$ cat src/rtl/p405s_srm_mask_seq_if.sv
// ---------------------------------------------------------------------------
// p405s_srm_mask_seq_if
//   Bundle of every handshake and datapath signal between the SRM mask
//   sequencer, its op source, the external mask-propagate block and the
//   EXE result mux. Bit ordering is big-endian: index 0 is the MSB.
//
//   Request side   : reqVld, reqRdy, reqOp[0:1], reqMb[0:4], reqMe[0:4],
//                    reqSh[0:5], flush
//   Mask block side: mskBegin[0:31], mskEndHi[0:14], mskEndLo[16:30],
//                    propLookAhd[0:1] (to block), notMask[0:31] (from block)
//   Result side    : rsltVld, rsltHold, rsltMask[0:31], rsltSraFill, rsltZero
//
//   Modport slave  : the sequencer itself.
//   Modport master : the environment (op source, mask block, result consumer).
// ---------------------------------------------------------------------------
interface p405s_srm_mask_seq_if;
  logic         reqVld;
  logic         reqRdy;
  logic [0:1]   reqOp;
  logic [0:4]   reqMb;
  logic [0:4]   reqMe;
  logic [0:5]   reqSh;
  logic         flush;
  logic [0:31]  mskBegin;
  logic [0:14]  mskEndHi;
  logic [16:30] mskEndLo;
  logic [0:1]   propLookAhd;
  logic [0:31]  notMask;
  logic         rsltVld;
  logic         rsltHold;
  logic [0:31]  rsltMask;
  logic         rsltSraFill;
  logic         rsltZero;

  modport slave (
    input  reqVld, reqOp, reqMb, reqMe, reqSh, flush, notMask, rsltHold,
    output reqRdy, mskBegin, mskEndHi, mskEndLo, propLookAhd,
           rsltVld, rsltMask, rsltSraFill, rsltZero
  );

  modport master (
    output reqVld, reqOp, reqMb, reqMe, reqSh, flush, notMask, rsltHold,
    input  reqRdy, mskBegin, mskEndHi, mskEndLo, propLookAhd,
           rsltVld, rsltMask, rsltSraFill, rsltZero
  );
endinterface

$ cat src/rtl/p405s_srm_mask_seq.sv
// ---------------------------------------------------------------------------
// p405s_srm_mask_seq
//   Two-stage sequencer for the SRM rotate/mask-propagation datapath. An op
//   (rlw with MB/ME, or slw/srw/sraw with a shift amount) is decoded into a
//   begin/end pair on accept. Stage 1 drives the one-hot begin/end vectors
//   and two half-word look-ahead carries into the external mask-propagate
//   block. Stage 2 registers the returned mask for the EXE result mux.
//   Big-endian bit numbering throughout: bit 0 is the MSB.
//
//   Ports
//     CB      in  core clock
//     resetL  in  asynchronous reset, active low
//     seqIf   slave modport of p405s_srm_mask_seq_if (request, mask block
//             and result signals)
//     mskErr  out sticky mask-checker error (only with P405S_SRM_MASK_CHK_EN)
//
//   Configuration
//     P405S_SRM_MASK_CHK_EN : when defined, adds a behavioural checker that
//     recomputes MASK(MB,ME) in stage 1 and compares it against ~notMask,
//     reporting on the extra mskErr output. When undefined, neither the
//     checker nor the port exists and the datapath is unchanged.
// ---------------------------------------------------------------------------
module p405s_srm_mask_seq (
  input  logic                 CB,
  input  logic                 resetL,
`ifdef P405S_SRM_MASK_CHK_EN
  output logic                 mskErr,
`endif
  p405s_srm_mask_seq_if.slave  seqIf
);

  typedef enum logic [1:0] {
    OP_RLW  = 2'b00,
    OP_SLW  = 2'b01,
    OP_SRW  = 2'b10,
    OP_SRAW = 2'b11
  } opE;

  opE         w_op;
  logic [4:0] w_decMb;
  logic [4:0] w_decMe;
  logic       w_decZero;
  logic       w_decSra;

  logic       r_live;
  logic       r_s1Vld;
  logic [4:0] r_s1Mb;
  logic [4:0] r_s1Me;
  logic       r_s1Zero;
  logic       r_s1Sra;

  logic        r_rsltVld;
  logic [0:31] r_rsltMask;
  logic        r_rsltSra;
  logic        r_rsltZero;

  logic        w_s2Frozen;
  logic        w_s1Adv;
  logic        w_rdy;
  logic        w_accept;

  logic        w_wrap;
  logic        w_bit16In;
  logic [0:31]  w_begin;
  logic [0:14]  w_endHi;
  logic [16:30] w_endLo;
  logic [0:1]   w_la;

  // Turn the incoming op into a (MB,ME) pair. Left shifts keep ones from bit 0
  // up to 31-sh, right shifts keep ones from sh down to bit 31. Any shift of
  // 32 or more leaves no surviving bits, which is carried as a zero flag.
  always_comb begin
    w_op      = opE'(seqIf.reqOp);
    w_decMb   = 5'd0;
    w_decMe   = 5'd31;
    w_decZero = 1'b0;
    w_decSra  = 1'b0;
    case (w_op)
      OP_RLW: begin
        w_decMb = seqIf.reqMb;
        w_decMe = seqIf.reqMe;
      end
      OP_SLW: begin
        w_decMe   = 5'd31 - seqIf.reqSh[1:5];
        w_decZero = seqIf.reqSh[0];
      end
      OP_SRW: begin
        w_decMb   = seqIf.reqSh[1:5];
        w_decZero = seqIf.reqSh[0];
      end
      default: begin
        w_decMb   = seqIf.reqSh[1:5];
        w_decZero = seqIf.reqSh[0];
        w_decSra  = 1'b1;
      end
    endcase
  end

  // Pipeline handshake. Stage 2 freezes while its result is held downstream;
  // stage 1 may only move into an empty or draining stage 2, and a new op is
  // taken whenever stage 1 is empty or moving. r_live keeps ready low until
  // the first clock after reset so no output depends combinationally on reset.
  assign w_s2Frozen = r_rsltVld & seqIf.rsltHold;
  assign w_s1Adv    = r_s1Vld & ~w_s2Frozen;
  assign w_rdy      = r_live & (~r_s1Vld | w_s1Adv);
  assign w_accept   = seqIf.reqVld & w_rdy & ~seqIf.flush;

  // Stage 1 holds the decoded op. Flush empties it and also swallows any op
  // offered in the same cycle; otherwise it reloads whenever ready was high.
  always_ff @(posedge CB or negedge resetL) begin
    if (!resetL) begin
      r_live   <= 1'b0;
      r_s1Vld  <= 1'b0;
      r_s1Mb   <= 5'd0;
      r_s1Me   <= 5'd0;
      r_s1Zero <= 1'b0;
      r_s1Sra  <= 1'b0;
    end else begin
      r_live <= 1'b1;
      if (seqIf.flush) begin
        r_s1Vld <= 1'b0;
      end else if (w_rdy) begin
        r_s1Vld <= w_accept;
      end
      if (w_accept) begin
        r_s1Mb   <= w_decMb;
        r_s1Me   <= w_decMe;
        r_s1Zero <= w_decZero;
        r_s1Sra  <= w_decSra;
      end
    end
  end

  // Stage 1 drive towards the mask block. Begin and end are one-hot; the end
  // vectors have no slot at bits 15 and 31 because a run ending at the last
  // bit of a half-word needs no terminator. The look-ahead carries seed each
  // half-word: bit 0 starts set only for a wrapped mask, and bit 16 starts set
  // when it lies inside the mask but is not itself the begin bit (the begin
  // one-hot already sets it). Zero-flagged ops suppress begin and carries so
  // the mask block returns nothing.
  always_comb begin
    w_begin   = '0;
    w_endHi   = '0;
    w_endLo   = '0;
    w_la      = '0;
    w_wrap    = r_s1Mb > r_s1Me;
    w_bit16In = w_wrap ? ((r_s1Me >= 5'd16) || (r_s1Mb <= 5'd16))
                       : ((r_s1Mb <= 5'd16) && (r_s1Me >= 5'd16));
    if (r_s1Vld) begin
      for (int i = 0; i < 32; i++) begin
        w_begin[i] = ~r_s1Zero & (r_s1Mb == i[4:0]);
      end
      for (int i = 0; i < 15; i++) begin
        w_endHi[i] = (r_s1Me == i[4:0]);
      end
      for (int i = 16; i < 31; i++) begin
        w_endLo[i] = (r_s1Me == i[4:0]);
      end
      w_la[0] = ~r_s1Zero & w_wrap;
      w_la[1] = ~r_s1Zero & w_bit16In & (r_s1Mb != 5'd16);
    end
  end

  // Stage 2 captures the mask block's answer. Flush wins over hold; while the
  // result is held everything here stays frozen.
  always_ff @(posedge CB or negedge resetL) begin
    if (!resetL) begin
      r_rsltVld  <= 1'b0;
      r_rsltMask <= '0;
      r_rsltSra  <= 1'b0;
      r_rsltZero <= 1'b0;
    end else if (seqIf.flush) begin
      r_rsltVld <= 1'b0;
    end else if (!w_s2Frozen) begin
      r_rsltVld <= r_s1Vld;
      if (r_s1Vld) begin
        r_rsltMask <= ~seqIf.notMask;
        r_rsltSra  <= r_s1Sra;
        r_rsltZero <= r_s1Zero;
      end
    end
  end

  assign seqIf.reqRdy      = w_rdy;
  assign seqIf.mskBegin    = w_begin;
  assign seqIf.mskEndHi    = w_endHi;
  assign seqIf.mskEndLo    = w_endLo;
  assign seqIf.propLookAhd = w_la;
  assign seqIf.rsltVld     = r_rsltVld;
  assign seqIf.rsltMask    = r_rsltMask;
  assign seqIf.rsltSraFill = r_rsltSra;
  assign seqIf.rsltZero    = r_rsltZero;

`ifdef P405S_SRM_MASK_CHK_EN
  logic [0:31] w_chkMask;
  logic        r_mskErr;

  // Reference mask computed straight from MB/ME with PowerPC MASK() wrap
  // semantics, independent of the begin/end/carry encoding above.
  always_comb begin
    w_chkMask = '0;
    for (int i = 0; i < 32; i++) begin
      w_chkMask[i] = ~r_s1Zero &
                     (w_wrap ? ((i[4:0] <= r_s1Me) || (i[4:0] >= r_s1Mb))
                             : ((i[4:0] >= r_s1Mb) && (i[4:0] <= r_s1Me)));
    end
  end

  // Any disagreement while stage 1 is valid latches the error until reset.
  always_ff @(posedge CB or negedge resetL) begin
    if (!resetL) begin
      r_mskErr <= 1'b0;
    end else if (r_s1Vld && (w_chkMask != ~seqIf.notMask)) begin
      r_mskErr <= 1'b1;
    end
  end

  assign mskErr = r_mskErr;
`endif

endmodule

$ cat src/flat_wrapper.sv
// flat-port wrapper written by rule: the top's interface ports become plain ports
module p405s_srm_mask_seq_flat 
  (CB, resetL, seqIf_reqVld, seqIf_reqOp, seqIf_reqMb, seqIf_reqMe, seqIf_reqSh, seqIf_flush, seqIf_notMask, seqIf_rsltHold, seqIf_reqRdy, seqIf_mskBegin, seqIf_mskEndHi, seqIf_mskEndLo, seqIf_propLookAhd, seqIf_rsltVld, seqIf_rsltMask, seqIf_rsltSraFill, seqIf_rsltZero);
  p405s_srm_mask_seq_if seqIf_i ();
  input  logic CB;
  input  logic resetL;
  input wire logic [$bits(seqIf_i.reqVld)-1:0] seqIf_reqVld;
  input wire logic [$bits(seqIf_i.reqOp)-1:0] seqIf_reqOp;
  input wire logic [$bits(seqIf_i.reqMb)-1:0] seqIf_reqMb;
  input wire logic [$bits(seqIf_i.reqMe)-1:0] seqIf_reqMe;
  input wire logic [$bits(seqIf_i.reqSh)-1:0] seqIf_reqSh;
  input wire logic [$bits(seqIf_i.flush)-1:0] seqIf_flush;
  input wire logic [$bits(seqIf_i.notMask)-1:0] seqIf_notMask;
  input wire logic [$bits(seqIf_i.rsltHold)-1:0] seqIf_rsltHold;
  output wire logic [$bits(seqIf_i.reqRdy)-1:0] seqIf_reqRdy;
  output wire logic [$bits(seqIf_i.mskBegin)-1:0] seqIf_mskBegin;
  output wire logic [$bits(seqIf_i.mskEndHi)-1:0] seqIf_mskEndHi;
  output wire logic [$bits(seqIf_i.mskEndLo)-1:0] seqIf_mskEndLo;
  output wire logic [$bits(seqIf_i.propLookAhd)-1:0] seqIf_propLookAhd;
  output wire logic [$bits(seqIf_i.rsltVld)-1:0] seqIf_rsltVld;
  output wire logic [$bits(seqIf_i.rsltMask)-1:0] seqIf_rsltMask;
  output wire logic [$bits(seqIf_i.rsltSraFill)-1:0] seqIf_rsltSraFill;
  output wire logic [$bits(seqIf_i.rsltZero)-1:0] seqIf_rsltZero;
  assign seqIf_i.reqVld = seqIf_reqVld;
  assign seqIf_i.reqOp = seqIf_reqOp;
  assign seqIf_i.reqMb = seqIf_reqMb;
  assign seqIf_i.reqMe = seqIf_reqMe;
  assign seqIf_i.reqSh = seqIf_reqSh;
  assign seqIf_i.flush = seqIf_flush;
  assign seqIf_i.notMask = seqIf_notMask;
  assign seqIf_i.rsltHold = seqIf_rsltHold;
  assign seqIf_reqRdy = seqIf_i.reqRdy;
  assign seqIf_mskBegin = seqIf_i.mskBegin;
  assign seqIf_mskEndHi = seqIf_i.mskEndHi;
  assign seqIf_mskEndLo = seqIf_i.mskEndLo;
  assign seqIf_propLookAhd = seqIf_i.propLookAhd;
  assign seqIf_rsltVld = seqIf_i.rsltVld;
  assign seqIf_rsltMask = seqIf_i.rsltMask;
  assign seqIf_rsltSraFill = seqIf_i.rsltSraFill;
  assign seqIf_rsltZero = seqIf_i.rsltZero;
  p405s_srm_mask_seq u_core (.CB(CB), .resetL(resetL), .seqIf(seqIf_i));
endmodule
$ cat config.mk
export PLATFORM = sky130hd
export DESIGN_NAME = p405s_srm_mask_seq_flat
export DESIGN_NICKNAME = d
export VERILOG_FILES = /design/src/rtl/p405s_srm_mask_seq_if.sv /design/src/rtl/p405s_srm_mask_seq.sv /design/src/flat_wrapper.sv
export SDC_FILE = /design/constraint.sdc
export NUM_CORES = 1
export LEC_CHECK = 0
export CORE_MARGIN = 2
export CORE_UTILIZATION = 30
export CTS_CLUSTER_SIZE = 12
export DETAILED_ROUTE_END_ITERATION = 6
export GPL_TIMING_DRIVEN = 0
export PLACE_DENSITY = 0.68
export SYNTH_ARGS = -nofsm -noshare
export SYNTH_HDL_FRONTEND = slang
export SYNTH_SLANG_ARGS = --single-unit
$ cat constraint.sdc
create_clock -name CB -period 2.71 [get_ports CB]
set_input_delay 0.542 -clock CB [delete_from_list [all_inputs] [get_ports CB]]
set_output_delay 0.542 -clock CB [all_outputs]
set_load 0.005 [all_outputs]
Yosys cells after proc, flatten, opt, wreduce, memory -nomap -nowiden:

Index checks and enable logic that the tools add are counted.

* multiplexer cells: 13
* eq/ne operators: 64
* order comparisons: 3
* div/mod/pow operators: 0
* shift operators: 0
* reduce and logical (&&, ||, !) cells: 8
* add/subtract/negate cells: 1
* multipliers: 0
* bitwise gates (word level): 46

Operators with widths (count)
* equality test 5 bit, second input constant: 31
* equality test 5 x 4 -> 1 bit, second input constant: 15
* bitwise AND 1 bit: 40
* equality test 5 x 3 -> 1 bit, second input constant: 8
* two-way mux 32 bit: 1
* NOT 32 bit: 1
* two-way mux 15 bit: 2
* equality test 5 x 2 -> 1 bit, second input constant: 4
* one-hot mux 5 bit (2 select lines): 2
* equality test 5 x 1 -> 1 bit, second input constant: 2
* logical NOT 5 bit: 2
* two-way mux 1 bit: 7
* >= comparator 5 bit, second input constant: 1
* greater-than comparator 5 bit: 1
* less-or-equal comparator 5 bit, second input constant: 1
* != test 5 bit, second input constant: 1
* subtractor 5 bit, first input constant: 1
* NOT 1 bit: 4
* AND reduction 3 bit: 1
* OR reduction 3 bit: 1
* equality test 2 x 1 -> 1 bit, second input constant: 1
* equality test 2 bit, second input constant: 1
* logical NOT 2 bit: 1
* two-way mux 2 bit: 1
* 5 further kinds: 5

* bits in latches: 0
* word-level logic and storage cells: 145
* bits of input ports: 55
* memories kept: 0
* register bits: 49
* output and inout bits: 100
* memory bits (read-only): 0
* RAM bits: 0

Depth between registers and ports, before layout:

Gate-level depths: netlist of run 1.

* word-level depth: 9
* mapped depth: 6
* depth with buffers taken out: 6

Least setup slack after synthesis of run 1:

OpenSTA, ideal clock, no wires.

* path kind: register to output
* start point: register u_core.r_s1Me[4]
* end point: output seqIf_propLookAhd[0]
* stages on the path, launching flop included: 7
* path slack: 0.583 ns
* arrival time: 1.585 ns
* path through: dfrtp_1 > inv_1 > ha_1 > nand4_1 > o22a_1 > a221o_1 > a21oi_1

* longest elaborated chain between the ends: 6

RTL lines
* start, declared: RTL line p405s_srm_mask_seq.sv:48 `logic [4:0] r_s1Me;`
* start signal, assigned: RTL line p405s_srm_mask_seq.sv:127 `r_s1Me <= w_decMe;`
* >= comparator 5 bit: RTL line p405s_srm_mask_seq.sv:147, p405s_srm_mask_seq.sv:148
* logical AND 1 bit or logical OR 1 bit (tied branches): RTL line p405s_srm_mask_seq.sv:148, p405s_srm_mask_seq.sv:147
* two-way mux 1 bit (*): RTL line p405s_srm_mask_seq.sv:147 `w_bit16In = w_wrap ? ((r_s1Me >= 5'd16) || (r_s1Mb <= 5'd16))`
* bitwise AND 1 bit (*) (2 in a row): RTL line p405s_srm_mask_seq.sv:160 `w_la[1] = ~r_s1Zero & w_bit16In & (r_s1Mb != 5'd16);`
* two-way mux 2 bit (*): RTL line p405s_srm_mask_seq.sv:149 `if (r_s1Vld) begin`
* end, declared: RTL line flat_wrapper.sv:19 `output wire logic [$bits(seqIf_i.propLookAhd)-1:0] seqIf_propLookAhd;`

Mark *: on every way between the ends. The rest lies on a longest branch, timed or not.

Worst setup path after layout of run 1:

* start point: register u_core.r_s1Mb[1]
* end point: output seqIf_mskBegin[15]

* longest elaborated chain between the ends: 3

RTL lines
* start, declared: RTL line p405s_srm_mask_seq.sv:47 `logic [4:0] r_s1Mb;`
* start signal, assigned: RTL line p405s_srm_mask_seq.sv:126 `r_s1Mb <= w_decMb;`
* equality test 5 bit: RTL line p405s_srm_mask_seq.sv:151 `w_begin[i] = ~r_s1Zero & (r_s1Mb == i[4:0]);`
* bitwise AND 1 bit: RTL line p405s_srm_mask_seq.sv:151
* two-way mux 32 bit: RTL line p405s_srm_mask_seq.sv:149
* end, declared: RTL line flat_wrapper.sv:16 `output wire logic [$bits(seqIf_i.mskBegin)-1:0] seqIf_mskBegin;`

Every way passes these cells.

==> metrics.md, run 1 <==
| Metric | Value |
|---|---|
| Power Dens Cells | 510 nW/um^2 |
| Final hold violation count | 0 |
| Critical path required time | 2170 ps |
| Yosys warns | 0 |
| Min Tclk post-route | roughly 2700 ps |
| CP max FO | 7 |
| P_leak | 1.77 nW |
| Vias in the first global route | between 2000 and 3000 |
| H-tree levels | 2 |
| Post-DP Area | 4130 um^2 |
| Post-synthesis cell area | 2470 um^2 |
| DIE AREA | about 9000 um^2 |
| Std cell rows | 33 |
| Top-area cell type share of the netlist area | around half |
| # nets final | 537 |
| First-pass iteration count of the detailed router | 4 |
| Max Slew Vio Count | 0 |
| CTS tree | built |
| Global-route usage over all layers | between 10% and 20% |
| Share of layout cells above drive strength 1 | 8.37% |
| Gpl congestion | 0.779 |
| Max cap viols | 0 |
| Unrepaired setup endpoints after global routing | true |
| Outcome | finished clean |
| Syn nets | 369 |
| Vias | 2703 |
| Crit start category | flop |
| Drt wl/cell | 13.6 um |
| Post-synthesis average cell area | 7.98 um^2 |
| DR vias/cell | between 4 and 5 |
| Clock sink total | around 50 |
| CTS hold repair buffers | 0 |
| Setup Crit Path Kind | reg -> out |
| Area leader, netlist | dfrtp_1 |
| Worst setup EP type | output pin |
| Clk pin slew, worst setup/hold paths | ~90 ps |
| Global-route wire length before repair | 12600 um |
| Antenna Nets Post-Route | 0 |
| Final setup fails | 0 |
| Drt drc | 0 |
| Final core occ | approximately 54% |
| Achievable Freq | around 380 MHz |
| Post-Route WL | between 7000 and 8000 um |
| Hold crit path type | in -> async |
| P&R area growth vs syn | 75.6% |
| Fin crit share | 97.8% |
| 1st-iter DRT viols | ~130 |
| Top Ports | 155 |
| Overall Power | 0.00221 W |
| Final Skew | 4.80 ps |
| Arrival time of the worst setup path | between 2000 and 2500 ps |
| Die Span X | between 90 and 100 um |
| Core area | 8090 um^2 |
| Die Span Y | 94.7 um |
| Grt total ovfl | 0 |
| Design area | 4330 um^2 |
| Clock tree buffer depth | 2 |
| Initial Util | approximately 30% |
| Synth Instances | 309 |
| Setup TNS | 0 ps |
| Post-synthesis register bit count | 49 |
| Num CTS Buffers | 5 |
| Clock root buffer | clkbuf_8 |
| Largest net degree at the start of global routing | 34 |
| Worst vdd ir | 0.000361 V |
| # diodes | 0 |
| Port-buffer cells | ~150 |
| Hold WS | roughly 160 ps |
| Register area share after synthesis | 49.7% |
| Initial antenna violation count | 0 |
| Latest clock arrival within the worst-skew pair | 300 ps |
| Synth cell types | 29 |
| DP Wirelength | 6200 um |
| Synth top area cells | dfrtp_1, nor2_1, nand2_1 |
## flip-flops by register name, summed over array words and instances, names as in the netlist
signal and count:
u_core.seqIf.rsltMask 32, u_core.r_s1Mb 5, u_core.r_s1Zero 1, u_core.seqIf.rsltSraFill 1, u_core.r_s1Vld 1, u_core.r_live 1
u_core.r_s1Sra 1, u_core.seqIf.rsltVld 1, u_core.r_s1Me 5, u_core.seqIf.rsltZero 1
## through the flow
step	cells	setup slack (ps)
2_1_floorplan	309	583
6_report	583	59.5
4_1_cts	583	28.5
3_3_place_gp	566	-294
5_1_grt	583	-38.5
3_5_place_dp	567	-70.2
## layer usage
| metal | track usage [%] | vias to the layer above | wire length, um |
|---|---|---|---|
| met4 | 3.99 | 0 | 85 |
| met1 | 21.7 | 1263 | 3300 |
| met3 | 4.79 | 8 | 553 |
| met5 | 0 | - | 0 |
| li1 | - | 1347 | - |
| met2 | 31.1 | 85 | 3970 |
## cells in the final DEF, fill, tap and decap left out, types with 8 or more instances in the layout
cell type,count
nor2_1,74
clkdlybuf4s50_1,149
clkbuf_1,8
a21oi_1,18
dfrtp_1,45
nand2_1,55
buf_2,9
buf_4,8
o21ai_0,39
## worst max-delay path, cell delays in order, from the launching register on
cell             delay [ps]
dfrtp_2                 420
buf_4                   160
or4_4                   520
nor3_1                  170
clkdlybuf4s50_1         550
## logic make-up after synthesis
| kind of cell | after synthesis | share of synthesized area, % |
|---|---|---|
| fa+ha+maj | 5 | 2.54 |
| simple gates | 163 | 28.4 |
| other cells | 1 | 0.152 |
| flops | 49 | 49.7 |
| compound gates | 62 | 13.2 |
| buf+inv | 26 | 4.67 |
| mux | 3 | 1.32 |
## layout make-up
cell class	instances	area, um^2
Clock inverter	1	30.0
Multi-Input combinational cell	234	1140
Sequential cell	49	1230
Timing Repair Buffer	161	1600
Fill cell	766	3760
Inverter	7	26.3
Buffer	19	88.8
Tap cell	105	131
Clock buffer	7	86.3
## Yosys cell counts
master,instances
a211oi_1,3
a21oi_1,18
a221o_1,1
and2_1,1
and2b_2,1
buf_1,3
buf_2,8
buf_6,1
clkbuf_1,7
conb_1,1
dfrtp_1,49
ha_1,5
inv_1,7
mux2_2,2
mux2i_1,1
nand2_1,55
nand2b_1,4
nand3_1,7
nand3b_1,1
nand4_1,2
nand4b_2,1
nor2_1,76
nor2b_1,1
nor3_1,6
nor3b_1,5
o21ai_0,39
o22a_1,1
or2_2,2
or4_4,1
## timing repair
action / in CTS / in global routing
hold endpoints to repair: 0 / 0
endpoints found under the setup margin: 2 / 16
pin swaps: 0 / 1
buffers inserted: 8 / 0
gates resized for setup: 6 / 4
## power breakdown
part | switching [W] | internal (W)
clock | 0.000240 | 0.000301
combinational | 0.000301 | 0.000408
sequential | 0.0000834 | 0.000875
## path summary, 6_finish.rpt
| check | slack, ps | endpoint | start | cells past startpoint |
|---|---|---|---|---|
| min in group CB | 480 | u_core.seqIf.rsltMask[3]$_DFFE_PN0P_ | u_core.seqIf.rsltMask[3]$_DFFE_PN0P_ | 2 |
| worst max register to register | 1270 | u_core.r_s1Me[3]$_DFFE_PN0P_ | u_core.r_s1Vld$_DFFE_PN0P_ | 6 |
| worst max-delay path | 60 | seqIf_mskBegin[15] | u_core.r_s1Mb[1]$_DFFE_PN0P_ | 4 |
| worst min register to register | 480 | u_core.seqIf.rsltMask[3]$_DFFE_PN0P_ | u_core.seqIf.rsltMask[3]$_DFFE_PN0P_ | 2 |
| max in group asynchronous | 2020 | u_core.r_s1Mb[2]$_DFFE_PN0P_ | resetL | 2 |
| worst min-delay path | 160 | u_core.seqIf.rsltMask[21]$_DFFE_PN0P_ | resetL | 1 |
No activity file was read; power rests on OpenSTA's default activity.
==> inputs of run 2 (changes only) <==
--- a/config.mk
+++ b/config.mk
@@ -5,12 +5,13 @@
 export SDC_FILE = /design/constraint.sdc
 export NUM_CORES = 1
 export LEC_CHECK = 0
+export ABC_AREA = 1
 export CORE_MARGIN = 2
 export CORE_UTILIZATION = 30
 export CTS_CLUSTER_SIZE = 12
 export DETAILED_ROUTE_END_ITERATION = 6
 export GPL_TIMING_DRIVEN = 0
-export PLACE_DENSITY = 0.68
+export PLACE_DENSITY = 0.67
 export SYNTH_ARGS = -nofsm -noshare
 export SYNTH_HDL_FRONTEND = slang
 export SYNTH_SLANG_ARGS = --single-unit
==> run 2 against run 1 <==
Against the previous run: critical path depth rose by 2; routed wire length rose by 2.2%; highest routed layer unchanged; register-to-register slack improved by 70 ps; core utilization fell by 0.60 points; first-iteration DRC count fell by 15%.
==> metrics.md, run 2 <==
| Metric | Value |
|---|---|
| Post-synthesis register bit count | 49 (unchanged) |
| Worst vdd ir | 0.000345 V (was 0.000361 V) |
| Die Span X | 96.4 um (was 94.7 um) |
| Achievable Freq | 396 MHz (was 377 MHz) |
| Core area | 8260 um^2 (was 8090 um^2) |
| Most common cell in the netlist | nand2_1 (was nor2_1) |
| Top Ports | 155 (unchanged) |
| Unrepaired setup endpoints after global routing | false (was true) |
| Drt drc | 0 (unchanged) |
| Post-synthesis average cell area | 7.40 um^2 (was 7.98 um^2) |
| Final setup fails | 0 (unchanged) |
| Grt total ovfl | 0 (unchanged) |
| Synth Instances | 346 (was 309) |
| DR vias/cell | 4.50 (was 4.64) |
| Register area share after synthesis | 47.9% (was 49.7%) |
| Final hold violation count | 0 (unchanged) |
| Hold WS | 165 ps (was 157 ps) |
| Critical path required time | 2170 ps (about the same) |
| Initial Util | 31.0% (was 30.5%) |
| Share of layout cells above drive strength 1 | 7.02% (was 8.37%) |
| Num CTS Buffers | 5 (unchanged) |
| Power Dens Cells | 508 nW/um^2 (was 510 nW/um^2) |
| Post-synthesis cell area | 2560 um^2 (was 2470 um^2) |
| Design area | 4370 um^2 (was 4330 um^2) |
| Global-route usage over all layers | 17.5% (was 17.7%) |
| CTS hold repair buffers | 0 (unchanged) |
| 1st-iter DRT viols | 109 (was 128) |
| Clk pin slew, worst setup/hold paths | 90 ps (about the same) |
| CP max FO | 10 (was 7) |
| Clock root buffer | clkbuf_8 (unchanged) |
| Post-Route WL | 8090 um (was 7910 um) |
| Critical Path, Cell by Cell | nand2_1, inv_1, nand2_1, buf_2, nor2_1, clkdlybuf4s50_1 (was buf_4, or4_4, nor3_1, clkdlybuf4s50_1) |
| Max reg flops | 32 (unchanged) |
| Synth cell types | 23 (was 29) |
| P&R area growth vs syn | 70.7% (was 75.6%) |
| Syn nets | 406 (was 369) |
| Setup Crit Path Kind | reg -> out (unchanged) |
| Area leader, netlist | dfrtp_1 (unchanged) |
| Setup ws final | 187 ps (was 59.5 ps) |
| Synth cell count leaders | nand2_1, nor2_1, dfrtp_1 (was nor2_1, nand2_1, dfrtp_1) |
| Final Skew | 10.1 ps (was 4.80 ps) |
| Drt wl/cell | 13.1 um (was 13.6 um) |
| CP max stage cell | clkdlybuf4s50_1 (unchanged) |
| # nets final | 572 (was 537) |
| Vias | 2782 (was 2703) |
| Outcome | finished clean (unchanged) |
| Highest-count cells in the layout ignoring fill and taps | clkdlybuf4s50_1, nand2_1, nor2_1, dfrtp_1 (was clkdlybuf4s50_1, nor2_1, nand2_1, dfrtp_1, o21ai_0) |
| Fin crit share | 93.1% (was 97.8%) |
| Largest net degree at the start of global routing | 33 (was 34) |
| Fillers | 804 (was 766) |
| Post-DP Area | 4250 um^2 (was 4130 um^2) |
| CTS tree | built (unchanged) |
| Arrival time of the worst setup path | 1980 ps (was 2110 ps) |
| Crit start category | flop (unchanged) |
| Number of synthesized flops with an enable pin | 0 (unchanged) |
| Vias in the first global route | 2668 (was 2686) |
| Max Slew Vio Count | 0 (unchanged) |
| Critical path buffer and inverter count | 3 (was 2) |
| # diodes | 0 (unchanged) |
| Synth top area cells | dfrtp_1, nand2_1, nor2_1 (was dfrtp_1, nor2_1, nand2_1) |
| Setup WS pre-CTS | 300 ps (was -70.2 ps) |
| Worst setup EP type | output pin (unchanged) |
| Std cell rows | 33 (unchanged) |
| Final core occ | 52.9% (was 53.5%) |
| Initial antenna violation count | 0 (unchanged) |
| Min Tclk post-route | 2520 ps (was 2650 ps) |
| Top-area cell type share of the netlist area | 47.9% (was 49.7%) |
| First-pass iteration count of the detailed router | 4 (unchanged) |
| Post-synth ARST share | 100% (unchanged) |
| Clock tree buffer depth | 2 (unchanged) |
| CP top delay family | buffers and inverters (unchanged) |
| P_leak | 1.91 nW (was 1.77 nW) |
| DIE AREA | 9290 um^2 (was 8960 um^2) |
| H-tree levels | 2 (unchanged) |
| Leading cell type in the layout, fill and taps excluded | clkdlybuf4s50_1 (unchanged) |
| Clock sink total | 49 (unchanged) |
| Die Span Y | 96.4 um (was 94.7 um) |
| Primary FF master, synth | dfrtp_1 (unchanged) |
| Crit-path max cell delay | 520 ps (was 550 ps) |
| DP Wirelength | 6590 um (was 6200 um) |
| Antenna Nets Post-Route | 0 (unchanged) |
| Gpl congestion | 0.813 (was 0.779) |
| Latest clock arrival within the worst-skew pair | 300 ps (about the same) |
| Yosys warns | 0 (unchanged) |
| Max cap viols | 0 (unchanged) |
| Hold crit path type | in -> async (unchanged) |
| Port-buffer cells | 154 (was 152) |
| Most used cell, CP | nand2_1 |
| Global-route wire length before repair | 12800 um (was 12600 um) |
run 2: changes by cell type in the layout (fill, tap and decap cells not counted), moves of 5 or more:
cell / before / now
nand2_1: 55 / 99
nand3_1: 7 / 1
o21ai_0: 39 / 10
inv_1: 7 / 32
o21ai_1: 0 / 32
nor3b_1: 5 / 0
a21oi_1: 18 / 3
o22ai_1: 0 / 10
nor3_1: 6 / 0
run 2: final timing paths:
kind	startpoint	to	slack [ps]	cells after the start
worst max-delay path	u_core.r_s1Vld$_DFFE_PN0P_	seqIf_mskBegin[9]	190	6
worst min-delay path	resetL	u_core.seqIf.rsltMask[5]$_DFFE_PN0P_	170	1
worst max register to register	u_core.r_s1Vld$_DFFE_PN0P_	u_core.seqIf.rsltMask[24]$_DFFE_PN0P_	1340	5
worst min register to register	u_core.seqIf.rsltMask[9]$_DFFE_PN0P_	u_core.seqIf.rsltMask[9]$_DFFE_PN0P_	490	2
max in group asynchronous	resetL	u_core.r_s1Me[2]$_DFFE_PN0P_	2010	2
min in group CB	u_core.seqIf.rsltMask[9]$_DFFE_PN0P_	u_core.seqIf.rsltMask[9]$_DFFE_PN0P_	490	2
run 2: report_power, final:
part | internal (W) | switching (W) | total (W) | leakage [nW]
sequential | 0.000888 | 0.000109 | 0.000997 | 0.610
clock | 0.000183 | 0.000232 | 0.000415 | 0.0385
combinational | 0.000450 | 0.000358 | 0.000808 | 1.26
run 2: final cells by class:
type	count	area, um^2	area share, %
Inverter	35	131	3.01
Timing Repair Buffer	159	1590	36.4
Buffer	13	87.6	2.00
Tap cell	105	131	3.01
Clock inverter	1	7.51	0.172
Multi-Input combinational cell	249	1110	25.5
Sequential cell	49	1230	28.1
Clock buffer	7	76.3	1.75
run 2: stage by stage:
step / std cells / total power [W] / setup TNS (ps)
4_1_cts: 616 / 0.00223 / 0
3_5_place_dp: 606 / 0.00180 / 0
2_1_floorplan: 346 / 0.00132 / 0
3_3_place_gp: 605 / 0.00178 / -14210
5_1_grt: 618 / 0.00238 / 0
6_report: 618 / 0.00222 / 0
run 2: repair_timing:
| item | CTS | global route |
|---|---|---|
| buffers inserted | 2 | 2 |
| endpoints found under the setup margin | 2 | 2 |
| gates cloned | 0 | 0 |
| gates resized for setup | 0 | 5 |
run 2: kinds of logic after synthesis:
family / synth area share, %
DFF: 47.9
adders and majority gates: 2.44
other: 0.146
AOI/OAI and AO/OA: 12.9
and+or+nand+nor: 27.5
buffers and inverters: 8.55
muxes: 0.586
run 2: worst register-to-register path, delay by kind of cell, from the launching register on:
kind,cells,cell delay (ps)
flops,1,440
simple gates,2,140
compound gates,1,140
buf+inv,2,510
run 2: per-layer routing:
metal | vias to the layer above | global-route usage (%) | wire (um)
met5 | - | 0 | 0
met1 | 1276 | 21.8 | 3400
met2 | 91 | 30.3 | 4070
met4 | 0 | 6.57 | 152
met3 | 13 | 3.34 | 463
li1 | 1402 | - | -
